`config.mk`:
```
export PLATFORM = sky130hd
export DESIGN_NAME = adder_full_nbit
export DESIGN_NICKNAME = d
export VERILOG_FILES = /design/src/rtl/adder_pkg.sv /design/src/rtl/adder_full_nbit_full_adder.sv /design/src/rtl/adder_full_nbit.sv
export SDC_FILE = /design/constraint.sdc
export NUM_CORES = 1
export LEC_CHECK = 0
export CORE_AREA = 2 2 39 41
export CTS_CLUSTER_SIZE = 20
export DETAILED_ROUTE_END_ITERATION = 8
export DIE_AREA = 0 0 41 43
export GPL_TIMING_DRIVEN = 1
export PLACE_DENSITY = 0.72
export SLEW_MARGIN = 20
export SYNTH_ARGS = -nofsm -noshare
export SYNTH_HDL_FRONTEND = slang
export SYNTH_SLANG_ARGS = --single-unit
```
`constraint.sdc`:
```
create_clock -name clk -period 4.7 [get_ports clk]
set_clock_uncertainty 0.1 [all_clocks]
set_input_delay 0.47 -clock clk [delete_from_list [all_inputs] [get_ports clk]]
set_output_delay 0.47 -clock clk [all_outputs]
set_load 0.03 [all_outputs]
```
`src/rtl/adder_pkg.sv`:
```
// Shared constants for the registered ripple-carry adder.
// Holds the default operand width.
package adder_pkg;

   localparam int ADDER_W_DEFAULT = 8;

endpackage

```
`src/rtl/adder_full_nbit_full_adder.sv`:
```
// One-bit full-adder cell used as a link in the ripple chain.
// Ports: a, b, cin -> s (sum bit), cout (majority carry).
module full_adder (
   input  logic a,
   input  logic b,
   input  logic cin,
   output logic s,
   output logic cout
);

   assign s    = a ^ b ^ cin;
   assign cout = (a & b) | (a & cin) | (b & cin);

endmodule

```
`src/rtl/adder_full_nbit.sv`:
```
// n-bit ripple-carry adder with registered sum and carry-out.
// Ports: clk, rst (sync, high), X, Y, Cin -> sum, carry.
module adder_full_nbit
   import adder_pkg::*;
#(
   parameter int n = ADDER_W_DEFAULT
) (
   input  logic         clk,
   input  logic         rst,
   input  logic [n-1:0] X,
   input  logic [n-1:0] Y,
   input  logic         Cin,
   output logic [n-1:0] sum,
   output logic         carry
);

   logic [n-1:0] w_s;
   logic [n-1:0] w_c;

   genvar j;
   generate
      for (j = 0; j < n; j++) begin : g_fa
         if (j == 0) begin : g_first
            full_adder u_fa (
               .a    (X[j]),
               .b    (Y[j]),
               .cin  (Cin),
               .s    (w_s[j]),
               .cout (w_c[j])
            );
         end else begin : g_rest
            full_adder u_fa (
               .a    (X[j]),
               .b    (Y[j]),
               .cin  (w_c[j-1]),
               .s    (w_s[j]),
               .cout (w_c[j])
            );
         end
      end
   endgenerate

   always_ff @(posedge clk) begin
      if (rst) begin
         sum   <= '0;
         carry <= 1'b0;
      end else begin
         sum   <= w_s;
         carry <= w_c[n-1];
      end
   end

endmodule

```
# Word-level counts from Yosys, hierarchy flattened
# Index checks and enable logic that the tools add are counted.
[word_totals]
out_inout_bits = 9
ff_bits = 9
input_bits = 19
wordCells = 58
[op_classes]
bitwise_logic = 56
[op_table]
columns = ["op", "count"]
rows = [
  ["AND 1 bit", 24],
  ["bitwise OR 1 bit", 16],
  ["bitwise XOR 1 bit", 16],
]

# Logic depth before layout (Yosys ltp)
[logic_depth]
word_depth = 24
ltp_mapped = 12
mapped_depth_nobuf = 12

# By module
# From an unflattened synthesis, not the netlist that was laid out.
[unflattened]
cells_unflattened = 26
area_unflattened_um2 = 396.6
[modules_own_cells]
columns = ["module", "seq_area_each_um2", "n_inst", "cells_each", "area_per_inst_um2"]
rows = [
  ["adder_full_nbit", 180.2, 1, 18, 236.5],
  ["full_adder", 0.0, 8, 1, 20.0],
]

# Worst setup path after synthesis
# Ideal clock, no wire load.
[synth_path]
kind = "input to register"
startpoint = "input port X[0]"
endpoint = "register sum[7]"
setup_slack_ns = 1.030
setup_time_ns = 0.064
path_buffers = 0
arrival_ns = 3.506
cell_stages = 12
required_ns = 4.536
path_cell_list = "inv_1 > fa_1 > inv_1 > fa_1 > fa_1 > fa_1 > fa_1 > fa_1 > fa_1 > inv_1 > fa_1 > nor2_1"
[synth_via]
elab_chain_cells = 22
[synth_lines]
columns = ["element", "line", "rtl"]
rows = [
  ["start: declaration", "adder_full_nbit.sv:10", "input logic [n-1:0] X,"],
  ["AND 1 bit", "adder_full_nbit_full_adder.sv:12", "assign cout = (a & b) | (a & cin) | (b & cin);"],
  ["bitwise OR 1 bit * (2 in series)", "adder_full_nbit_full_adder.sv:12", ""],
  ["AND 1 bit", "adder_full_nbit_full_adder.sv:12", ""],
  ["bitwise OR 1 bit", "adder_full_nbit_full_adder.sv:12", ""],
  ["bitwise OR 1 bit *", "adder_full_nbit_full_adder.sv:12", ""],
  ["AND 1 bit", "adder_full_nbit_full_adder.sv:12", ""],
  ["bitwise OR 1 bit", "adder_full_nbit_full_adder.sv:12", ""],
  ["bitwise OR 1 bit *", "adder_full_nbit_full_adder.sv:12", ""],
  ["(+5 left out)", "--", ""],
  ["bitwise OR 1 bit *", "adder_full_nbit_full_adder.sv:12", ""],
  ["AND 1 bit", "adder_full_nbit_full_adder.sv:12", ""],
  ["bitwise OR 1 bit", "adder_full_nbit_full_adder.sv:12", ""],
  ["bitwise OR 1 bit *", "adder_full_nbit_full_adder.sv:12", ""],
  ["AND 1 bit", "adder_full_nbit_full_adder.sv:12", ""],
  ["bitwise OR 1 bit", "adder_full_nbit_full_adder.sv:12", ""],
  ["bitwise OR 1 bit *", "adder_full_nbit_full_adder.sv:12", ""],
  ["bitwise XOR 1 bit *", "adder_full_nbit_full_adder.sv:11", "assign s = a ^ b ^ cin;"],
  ["end signal: assignment", "adder_full_nbit.sv:48", "sum <= w_s;"],
  ["end: declaration", "adder_full_nbit.sv:13", "output logic [n-1:0] sum,"],
]
# Every way passes the cells marked *; elsewhere a longest branch is shown, timed or not.
# A chain may end at the register's enable or synchronous reset.

# Final worst setup path
# Ends and elaborated chain as after synthesis.

==> results.toml <==
[run_status]
status = "finished, final reports clean"

[clock_tree]
post_cts_buffers = 0
cts.reportedPaths.clkPinSlew_ps = 60
cts_tree = "done"
numCtsBuffers = 3
root_buffer = "clkbuf_4"
ctsHoldBuffers = 0
cts.path.max_buffers = 2
cts_sinks = 9
htreeDepth = 1
cts_resized = 0

[final_layout]
drive_above_1_share_pct = 4.69
final_common_cell = "clkdlybuf4s50_1"
num-fill-cells = 135
layout_common_cells = "clkdlybuf4s50_1 (27), dfxtp_1 (9), fa_1 (8)"
fin_nets = 92
synthToLayoutAreaGrowth_pct = 76.2
layout.area.seq_um2 = 180
multiInputGateArea_um2 = 209
insertedDiodeCount = 0

[die]
row_count = 14
design.die.area_mm2 = 0.00176
core_mm2 = 0.00138
ios = 28
start_util_pct = 30.0
die_x_um = 41
die_h_um = 43

[pwr]
p_leak_nw = 0.308
irDropWorstVdd_uv = 111
power_density_mw_per_mm2 = 298

[yosys]
syn_inst = 33
yosysSeqAreaShare_pct = 43.4
netlist_area_um2 = 415
synth.distinct_cells = 5
avgSynthCellArea_um2 = 12.6
synth.net_count = 60
ys_ff_latch = 9
yosysWarnings = 0

[worst_setup_path]
cp.arrival_ps = 4060
end_kind = "flip-flop"
crit_slowest_cell = "fa_1"
critical_path_buf_inv_count = 4
critical-path-top-delay-family = "adder cells"
critPathLaunchType = "primary input"
cp_cell_sequence = "clkdlybuf4s50_1, inv_1, fa_1, inv_1, fa_1, fa_1, fa_1, fa_1, fa_1, fa_1, inv_1, fa_1, nor2_1"
required_ps = 4780
cp_common_cell = "fa_1"
worst_path_largest_cell_delay_ps = 420
crit_type = "in2reg"
cp_max_fo = 1

[drt]
via_count = 311
ant_nets = 0
drc = 0
routed-wl-met3_um = 70
dr_wl_met2_um = 354
wire_per_inst_um = 9.73
viasPerCell = 3.89
dr.pass1.iters = 2
drtIter0Drc = 1
drt-total-wl_um = 778
top_layer = "met4"
wl_met1_um = 339

[sta]
setup-tns-final_ps = 0
fin_crit_sh_pct = 84.8
max_slew_margin_pct = 79.5
fmax_mhz = 251
finalWorstSetupSlack_ps = 716
final_max_slew_viol_count = 0
fin_hold_ws_ps = 815
setup_viol = 0
layout_min_cycle_time_ps = 3980
hold_violations = 0
rsz0062_at_grt = "no"
worst-slew-pin-transition_ps = 306

[placed_design]
globalplace.congestion = 0.616
hpwl_um = 692
io_buffers = 27
pre_cts_ws_ps = 475

[grt]
grt_usage_pct = 10.7
grt_overflow = 0
grt_pass1_vias = 292
grt_pass1_wl_um = 1280
antenna_found_initial = 0
grt_max_degree = 10

[run]
max_cap_viol_count = 0

[worst_hold_path]
holdCritPathClass = "in2reg"
## report_power, final
part / total, W / switching (W) / internal [W]
Sequential: 0.0000877 / 0.00000206 / 0.0000857
Combinational: 0.0000748 / 0.0000354 / 0.0000394
Clock: 0.0000555 / 0.0000231 / 0.0000325
Total: 0.000218 / 0.0000605 / 0.000158
## worst paths after layout
| check | slack, ps | cells after the start | from | endpoint |
|---|---|---|---|---|
| hold / removal | 820 | 4 | Cin | sum[0] |
| setup / recovery | 720 | 13 | X[0] | sum[7] |
## registers in the layout, summed over array words and instances, names as in the netlist
signal,count
carry,1
sum,8
## tightest hold or removal path, delay by kind of cell
| family | cells | cell delay [ps] |
|---|---|---|
| fa+ha+maj | 1 | 160 |
| buf+inv | 2 | 450 |
| simple gates | 1 | 40 |
## metal layers
metal  vias up  track usage [%]
met2        14             15.3
met5         -                0
met1       141             15.9
met3         2             1.57
li1        154                -
met4         0             4.00
## cells in the mapped netlist
master   count  area, um^2
inv_1        7        26.3
dfxtp_1      9         180
nor2b_1      6        37.5
nor2_1       3        11.3
fa_1         8         160
## cell type report
class / instances / area share [%]
clock buffers: 4 / 3.59
inverters: 7 / 3.59
multi-input cells: 17 / 28.5
flip-flops and latches: 9 / 24.6
well taps: 16 / 2.74
repair buffers: 27 / 36.9
## per-stage QoR
| step | util [%] | power, W | instances | cell area, um^2 |
|---|---|---|---|---|
| after detailed placement | 51.0 | 0.000165 | 76 | 706 |
| final | 52.9 | 0.000218 | 80 | 732 |
| after floorplan | - | 0.000125 | 33 | 415 |
| after global routing | 52.9 | 0.000233 | 80 | 732 |
| after global placement | 51.0 | 0.000163 | 76 | 706 |
| after CTS | 52.9 | 0.000221 | 80 | 732 |
## cell families after synthesis
group | Yosys count | synth area share (%)
buffers and inverters | 7 | 6.33
adder cells (fa/ha/maj) | 8 | 38.6
flip-flops | 9 | 43.4
AND/OR/NAND/NOR | 9 | 11.7
(Power assumes the default switching activity.)
